--- src/rtl/mux4_rr_sched.sv ---
`default_nettype none
// mux4_rr_sched: round-robin owner of the shared 4:1 pixel mux. It holds a grant for a
// bounded burst, then inserts one idle bubble before it arbitrates again.
module mux4_rr_sched #(
  parameter int BURST_LEN = 16,
  parameter int CNT_W     = 5
) (
  input  logic       clk_in,
  input  logic       rst_n_in,
  input  logic [3:0] req_in,
  input  logic       ready_in,
  output logic [1:0] sel_out,
  output logic [3:0] grant_out,
  output logic       valid_out,
  output logic [3:0] ack_out,
  output logic       burst_done_out
);

  typedef enum logic [0:0] {
    IDLE  = 1'b0,
    GRANT = 1'b1
  } state_t;

  localparam logic [CNT_W-1:0] LAST_BEAT = CNT_W'(BURST_LEN - 1);

  state_t           state_q, state_d;
  logic [1:0]       sel_q, sel_d;
  logic [1:0]       ptr_q, ptr_d;
  logic [3:0]       grant_q, grant_d;
  logic [CNT_W-1:0] cnt_q, cnt_d;
  logic             done_q, done_d;

  logic             transfer;
  logic             found;
  logic [1:0]       pick;

  assign valid_out      = (state_q == GRANT) & req_in[sel_q];
  assign transfer       = valid_out & ready_in;
  assign ack_out        = grant_q & {4{transfer}};
  assign sel_out        = sel_q;
  assign grant_out      = grant_q;
  assign burst_done_out = done_q;

  // The first set request wins. The scan starts at ptr and wraps modulo 4.
  always_comb begin
    found = 1'b0;
    pick  = ptr_q;
    for (int k = 0; k < 4; k++) begin
      if (!found && req_in[ptr_q + 2'(k)]) begin
        found = 1'b1;
        pick  = ptr_q + 2'(k);
      end
    end
  end

  always_comb begin
    state_d = state_q;
    sel_d   = sel_q;
    ptr_d   = ptr_q;
    grant_d = grant_q;
    cnt_d   = cnt_q;
    done_d  = 1'b0;
    case (state_q)
      IDLE: begin
        if (found) begin
          state_d = GRANT;
          sel_d   = pick;
          grant_d = 4'b0001 << pick;
          cnt_d   = '0;
        end
      end
      GRANT: begin
        if (transfer) begin
          cnt_d = cnt_q + 1'b1;
        end
        if ((transfer && cnt_q == LAST_BEAT) || !req_in[sel_q]) begin
          state_d = IDLE;
          grant_d = 4'b0000;
          ptr_d   = sel_q + 2'd1;
          cnt_d   = '0;
          done_d  = 1'b1;
        end
      end
      default: begin
        state_d = IDLE;
        grant_d = 4'b0000;
      end
    endcase
  end

  always_ff @(posedge clk_in or negedge rst_n_in) begin
    if (!rst_n_in) begin
      state_q <= IDLE;
      sel_q   <= 2'd0;
      ptr_q   <= 2'd0;
      grant_q <= 4'b0000;
      cnt_q   <= '0;
      done_q  <= 1'b0;
    end else begin
      state_q <= state_d;
      sel_q   <= sel_d;
      ptr_q   <= ptr_d;
      grant_q <= grant_d;
      cnt_q   <= cnt_d;
      done_q  <= done_d;
    end
  end

endmodule
`default_nettype wire

--- config.mk ---
export PLATFORM = sky130hd
export DESIGN_NAME = mux4_rr_sched
export DESIGN_NICKNAME = d
export VERILOG_FILES = /design/src/rtl/mux4_rr_sched.sv
export SDC_FILE = /design/constraint.sdc
export NUM_CORES = 1
export LEC_CHECK = 0
export ABC_AREA = 0
export CELL_PAD_IN_SITES_DETAIL_PLACEMENT = 1
export CELL_PAD_IN_SITES_GLOBAL_PLACEMENT = 2
export CORE_MARGIN = 5
export CORE_UTILIZATION = 25
export DETAILED_ROUTE_END_ITERATION = 10
export GPL_TIMING_DRIVEN = 0
export MAX_ROUTING_LAYER = met4
export PLACE_DENSITY = 0.68
export SLEW_MARGIN = 25
export SYNTH_ARGS = -nofsm -noshare
export SYNTH_HDL_FRONTEND = slang
export SYNTH_SLANG_ARGS = --single-unit
--- constraint.sdc ---
create_clock -name clk_in -period 3.6 [get_ports clk_in]
set_input_delay 0.54 -clock clk_in [delete_from_list [all_inputs] [get_ports clk_in]]
set_output_delay 0.54 -clock clk_in [all_outputs]
set_load 0.02 [all_outputs]
==> summary.txt, run 1 <==
Critical path
  – CP arrival: 2580 ps
  – CP Launch Type: primary input
  – Critical path endpoint category: output port
  – R2r setup slk: 1740 ps
  – Crit Path Category: primary input to output port
  – CP required: 3060 ps
  – R2R cell count: 4
  – CP max FO: 7
  – Reg-to-Reg Start: sel_out[0]
  – RR Endpoint: grant_out[3]

Logic synthesis
  – Synth Register Bits: 15
  – Cell taking the most area after synthesis: dfrtp_1
  – Syn Inst Count: 79
  – Register area share after synthesis: 46.4%
  – Total of warnings raised by yosys: 0
  – Largest cells by area after synthesis: dfrtp_1 (46%), nor2b_1 (3.9%), o21ai_0 (3.7%), nand2_1 (3.3%), a22o_1 (3.3%)
  – Post-Syn Nets: 88
  – Area share of the largest cell type after synthesis: 46.4%
  – Synthesized area: 808 µm²
  – Mapped Avg Cell Area: roughly 10 µm²
  – Netlist cell types: 30

STA
  – Max-Slew Margin vs Limit: 53.8%
  – Fin. max-slew vios: 0
  – Layout Skew: ~3.7 ps
  – RSZ-0062 raised after global routing: no
  – Final Critical Period: 3120 ps
  – Max Freq: between 0.3 and 0.4 GHz
  – Final Hold Vio Count: 0
  – Final setup vio count: 0
  – Final Worst Setup Slack: 482 ps
  – Period utilisation layout: 86.6%
  – Setup TNS: 0 ps
  – Worst-margin pin slew: 690 ps

Layout
  – # fillers: 356
  – Post-Layout Inst Area: 1070 µm²
  – Nets: 111
  – Share of layout cells above drive strength 1: 7.92%
  – Synth-to-Final Area Change: 32.4%
  – Ant diodes: 0

Clocking
  – Post-CTS Setup Bufs: 0
  – Root Buffer: clkbuf_4
  – Worst skew pair latency: 280 ps
  – H-tree depth: 1
  – Clock Pin Slew Worst Setup and Hold Paths: 90 ps
  – CTS tree: yes
  – CTS resizes: 0
  – CTS Hold Buffers Added: 0
  – CTS Sinks: 15
  – CTS buffer count: 3
  – Bufs on Longest Clock Path: 2

Detailed routing
  – ANT nets after route: 0
  – Vias/cell: around 4.7
  – WL/cell: 13.3 µm
  – DRT Wirelength: 1930 µm
  – 1st-pass router iterations: 4
  – DRT iter0 DRCs: 4
  – DRC: 0
  – Vias: 686

Min path
  – Hold Startpoint: cnt_q[4]
  – Endpoint, Worst Hold: cnt_q[4]
  – Hold depth: 2
  – Type of the worst min-delay path: flip-flop to flip-flop

Floorplanning
  – Core region area: approximately 3100 µm²
  – Initial Util: between 20% and 30%
  – Die area: about 4500 µm²
  – Die X: 66.9 µm
  – Rows: 20
  – I/O pin count: 19
  – DIE HEIGHT: ~67 µm

Place
  – Dpl hpwl: 1470 µm
  – Gp weighted congestion: approximately 0.68
  – Placed cell areas: 1040 µm²
  – DP Worst Slack: 469 ps
  – Port bufs: 18

Power and ir drop
  – Maximum vdd drop: 251 µV
  – Pleak: between 0.4 and 0.5 nW
  – P per Cell Area: 725 nW/µm²

Job
  – Max_cap viols: 0

Global route
  – Congestion Overflow GR: 0
  – Vias in the first global route: between 700 and 800
  – Total global-route track usage: between 10 and 15%
  – Pin count of the biggest net entering global routing: 16
  – First-pass GRT wire length: 3350 µm
  – Initial antenna violation count: 0

Outcome
  – Status: finished, final reports clean
flip-flops by register name, summed over array words and instances, names as in the netlist:
signal,flops
burst_done_out,1
cnt_q,5
sel_out,2
state_q,1
ptr_q,2
grant_out,4
worst max path at each step:
stage | start | to | slack, ps | cells past startpoint
after detailed placement | req_in[3] | ack_out[2] | 470 | 5
after CTS | req_in[3] | ack_out[2] | 470 | 5
after global routing | req_in[0] | ack_out[2] | 390 | 5
after global placement | req_in[3] | ack_out[3] | 490 | 5
after floorplan | sel_out[0] | ack_out[0] | 1520 | 3
final | req_in[3] | ack_out[2] | 480 | 5
layout make-up:
type | instances | area, µm² | area share, %
sequential | 15 | 375 | 35.1
timing repair buffer | 18 | 180 | 16.8
clock buffer | 4 | 26.3 | 2.46
multi-input combinational | 61 | 422 | 39.4
inverter | 3 | 11.3 | 1.05
tap | 44 | 55.1 | 5.15
critical path, cell delays in order:
cell             delay (ps)
clkdlybuf4s50_1         490
mux4_2                  590
and3_1                  260
and2_1                  170
clkdlybuf4s50_1         530
power breakdown:
part           leakage (nW)  internal [W]  switching [W]
clock                0.0150     0.0000430      0.0000552
sequential            0.192      0.000227      0.0000595
combinational         0.233      0.000192       0.000199
total                 0.440      0.000462       0.000314
cells by family after synthesis:
group                    after synthesis  synth area share [%]
buffers and inverters                  3                  1.39
adder cells (fa/ha/maj)                2                  3.10
XOR/XNOR                               2                  2.17
multiplexers                           2                  4.18
flip-flops                            15                  46.4
AO/OA/AOI/OAI                         24                  20.9
AND/OR/NAND/NOR                       31                  21.8
metal layers:
layer	vias to the layer above	part of all wire [%]	GRT usage, %
met2	10	47	16.0
met4	0	0.68	3.04
met1	336	49	13.0
met3	2	3.6	2.02
li1	338	-	-
met5	-	0	-
synthesized netlist by cell type (all sizes together):
cell type and instances:
nand3 1, a21o 1, and2 5, xnor2 1, mux4 1, o21a 1, o21ai 6, and3 3
nand2 7, or3 1, o2bb2ai 2, nor2 4, o21ba 1, a32o 2, xor2 1, o31ai 3
or4b 1, nor2b 5, dfrtp 15, nor4 1, a22o 3, ha 2, a211oi 1, a21oi 4
and3b 1, or2 1, inv 3, nor4b 1, mux2 1
cell usage in the layout (no fill, tap or decap), drive strengths merged:
master         count
o2bb2ai            2
o21ba              1
and3b              1
a211oi             1
nor2b              5
or3                1
and3               3
o21a               1
mux2               1
nor4b              1
clkbuf             4
a22o               3
clkdlybuf4s50     18
nand3              1
o31ai              3
and2               5
or4b               1
nor2               4
inv                3
mux4               1
or2                1
a21oi              4
ha                 2
nor4               1
xor2               1
xnor2              1
nand2              7
dfrtp             15
o21ai              6
a21o               1
a32o               2
metrics by stage:
stage | hold slack (ps) | instances | power (W) | util (%)
final | 491 | 145 | 0.000776 | 34.8
after global routing | 519 | 145 | 0.000840 | 34.8
after CTS | 499 | 145 | 0.000789 | 34.8
after detailed placement | 479 | 141 | 0.000685 | 33.9
after global placement | 465 | 141 | 0.000684 | 33.9
after floorplan | 244 | 79 | 0.000524 | -
(Power assumes the default switching activity.)
==> run 2, diff against run 1 <==
--- a/config.mk
+++ b/config.mk
@@ -10,6 +10,7 @@
 export CELL_PAD_IN_SITES_GLOBAL_PLACEMENT = 2
 export CORE_MARGIN = 5
 export CORE_UTILIZATION = 25
+export CTS_CLUSTER_SIZE = 24
 export DETAILED_ROUTE_END_ITERATION = 10
 export GPL_TIMING_DRIVEN = 0
 export MAX_ROUTING_LAYER = met4
==> results of run 2 <==
No change in the layout: final DEF, timing and power equal those of run 1.
==> run 3, diff against run 2 <==
--- a/config.mk
+++ b/config.mk
@@ -8,6 +8,7 @@
 export ABC_AREA = 0
 export CELL_PAD_IN_SITES_DETAIL_PLACEMENT = 1
 export CELL_PAD_IN_SITES_GLOBAL_PLACEMENT = 2
+export CORE_ASPECT_RATIO = 0.7
 export CORE_MARGIN = 5
 export CORE_UTILIZATION = 25
 export CTS_CLUSTER_SIZE = 24
==> run 3 against run 2 <==
Clock power grew 45%; register-to-register slack lost 20 ps; first-iteration DRC count grew to 7.0 times the previous value; cell count shrank 4.1%; sequential cell count is the same; core utilization shrank 0.14 points; routed wire length grew 11%; combinational power grew 1%; critical path depth is the same; power grew 6.7%; sequential power grew 1%; fmax shrank 1.5%.
==> summary.txt, run 3 (same netlist as run 1, synthesis figures left out) <==
Floorplanning
  – Initial Util: 25.9% (was 26.3%)
  – Rows: 17 (was 20)
  – Die area: 4490 µm² (was 4470 µm²)
  – Die X: 78.0 µm (was 66.9 µm)
  – Core region area: 3130 µm² (was 3080 µm²)
  – DIE HEIGHT: 57.6 µm (was 66.9 µm)
  – I/O pin count: 19 (unchanged)

Place
  – Port bufs: 18 (unchanged)
  – Gp weighted congestion: 0.746 (was 0.676)
  – Dpl hpwl: 1630 µm (was 1470 µm)

Clocking
  – CTS buffer count: 3 (unchanged)
  – CTS tree: yes (unchanged)
  – Post-CTS Setup Bufs: 0 (unchanged)
  – Root Buffer: clkbuf_8 (was clkbuf_4)
  – H-tree depth: 1 (unchanged)
  – Bufs on Longest Clock Path: 2 (unchanged)
  – CTS Sinks: 15 (unchanged)
  – CTS resizes: 0 (unchanged)
  – Clock Pin Slew Worst Setup and Hold Paths: 70 ps (was 90 ps)
  – CTS Hold Buffers Added: 0 (unchanged)
  – Worst skew pair latency: 250 ps (was 280 ps)

STA
  – Worst-margin pin slew: 707 ps (was 690 ps)
  – Max Freq: 0.316 GHz (was 0.321 GHz)
  – Worst hold margin: 494 ps (was 491 ps)
  – Final Critical Period: 3170 ps (was 3120 ps)
  – Fin. max-slew vios: 0 (unchanged)
  – Setup TNS: 0 ps (unchanged)
  – Final setup vio count: 0 (unchanged)
  – Max-Slew Margin vs Limit: 52.5% (was 53.8%)
  – Final Hold Vio Count: 0 (unchanged)
  – Layout Skew: 10.1 ps (was 3.74 ps)
  – Period utilisation layout: 87.9% (was 86.6%)
  – RSZ-0062 raised after global routing: no (unchanged)

Global route
  – Pin count of the biggest net entering global routing: 16 (unchanged)
  – Vias in the first global route: 728 (was 710)
  – Initial antenna violation count: 0 (unchanged)
  – Total global-route track usage: 10.4% (was 10.1%)
  – Congestion Overflow GR: 0 (unchanged)
  – First-pass GRT wire length: 3590 µm (was 3350 µm)

Layout
  – Nets: 111 (unchanged)
  – Share of layout cells above drive strength 1: 8.91% (was 7.92%)
  – Ant diodes: 0 (unchanged)
  – Top reg by flops: cnt_q (unchanged)
  – Synth-to-Final Area Change: 33.9% (was 32.4%)
  – Commonest cells after routing, fill and taps aside: clkdlybuf4s50_1 (18), dfrtp_1 (15), nand2_1 (7) (unchanged)
  – Max reg flops: 5 (unchanged)
  – Finished Core Util: 34.6% (was 34.8%)
  – Most common cell after layout, fill and taps aside: clkdlybuf4s50_1 (unchanged)

Critical path
  – CP max FO: 7 (unchanged)
  – Crit Path Category: primary input to output port (unchanged)
  – CP Launch Type: primary input (unchanged)
  – CP required: 3060 ps (about the same)
  – CP arrival: 2630 ps (was 2580 ps)
  – Max incr delay on CP: 600 ps (was 590 ps)
  – Critical-path cell list: clkdlybuf4s50_1 > mux4_2 > and3_1 > and2_1 > clkdlybuf4s50_1 (unchanged)
  – Most used cell, CP: clkdlybuf4s50_1 (unchanged)
  – Critical path endpoint category: output port (unchanged)
  – Critical path's slowest cell: mux4_2 (unchanged)
  – Crit path max-delay family: buffers and inverters (unchanged)
  – Buffers and inverters on the worst path: 2 (unchanged)

Detailed routing
  – 1st-pass router iterations: 4 (unchanged)
  – WL/cell: 15.4 µm (was 13.3 µm)
  – Vias/cell: 4.98 (was 4.73)
  – ANT nets after route: 0 (unchanged)
  – DRC: 0 (unchanged)
  – DRT Wirelength: 2140 µm (was 1930 µm)
  – Vias: 692 (was 686)
  – DRT iter0 DRCs: 28 (was 4)

Power and ir drop
  – Maximum vdd drop: 329 µV (was 251 µV)
  – P per Cell Area: 765 nW/µm² (was 725 nW/µm²)
  – Pleak: 0.451 nW (was 0.440 nW)

Job
  – Max_cap viols: 0 (unchanged)

Outcome
  – Status: finished, final reports clean (unchanged)

Min path
  – Type of the worst min-delay path: flip-flop to flip-flop (unchanged)
run 3: changes by cell type in the layout (fill, tap and decap cells not counted), sizes merged:
cell	delta
clkinv	+1
clkbuf	-1
run 3: final timing paths:
kind | end | slack (ps) | cells after the start | from
hold reg to reg | cnt_q[4] | 490 | 2 | cnt_q[4]
hold / removal | cnt_q[4] | 490 | 2 | cnt_q[4]
setup / recovery | ack_out[3] | 430 | 5 | req_in[3]
min in group asynchronous | cnt_q[2] | 710 | 1 | rst_n_in
max in group asynchronous | ptr_q[0] | 2440 | 1 | rst_n_in
setup reg to reg | grant_out[3] | 1720 | 4 | sel_out[0]
run 3: per-layer routing:
| layer | vias to the layer above | track usage [%] | part of all wire, % |
|---|---|---|---|
| met5 | - | - | 0 |
| met1 | 334 | 14.0 | 53 |
| met3 | 2 | 3.79 | 5.7 |
| met4 | 0 | 3.61 | 1.4 |
| met2 | 17 | 14.3 | 40 |
| li1 | 339 | - | - |
run 3: worst min-delay path: stages, from the launching register on:
cell	delay (ps)
dfrtp_1	350
nand2_1	50
o21ai_0	60
run 3: through the flow:
stage	std cells	instance area, µm²	total power, W	setup WS (ps)
2_1_floorplan	79	808	0.000524	1520
3_3_place_gp	135	1040	0.000683	486
3_5_place_dp	135	1040	0.000693	433
4_1_cts	139	1080	0.000841	434
5_1_grt	139	1080	0.000891	361
6_report	139	1080	0.000828	435
run 3: report_power, final:
part / leakage, nW / switching [W] / internal, W
clock network: 0.0255 / 0.0000648 / 0.0000767
logic: 0.233 / 0.000203 / 0.000192
registers: 0.192 / 0.0000636 / 0.000227
total: 0.451 / 0.000331 / 0.000496
run 3: area by class of cell:
cell class              count  area (µm²)
fillers                   367        2040
clock buffers               3        41.3
multi-input cells          61         422
flip-flops and latches     15         375
well taps                  38        47.5
inverters                   3        11.3
clock inverters             1        5.00
repair buffers             18         180
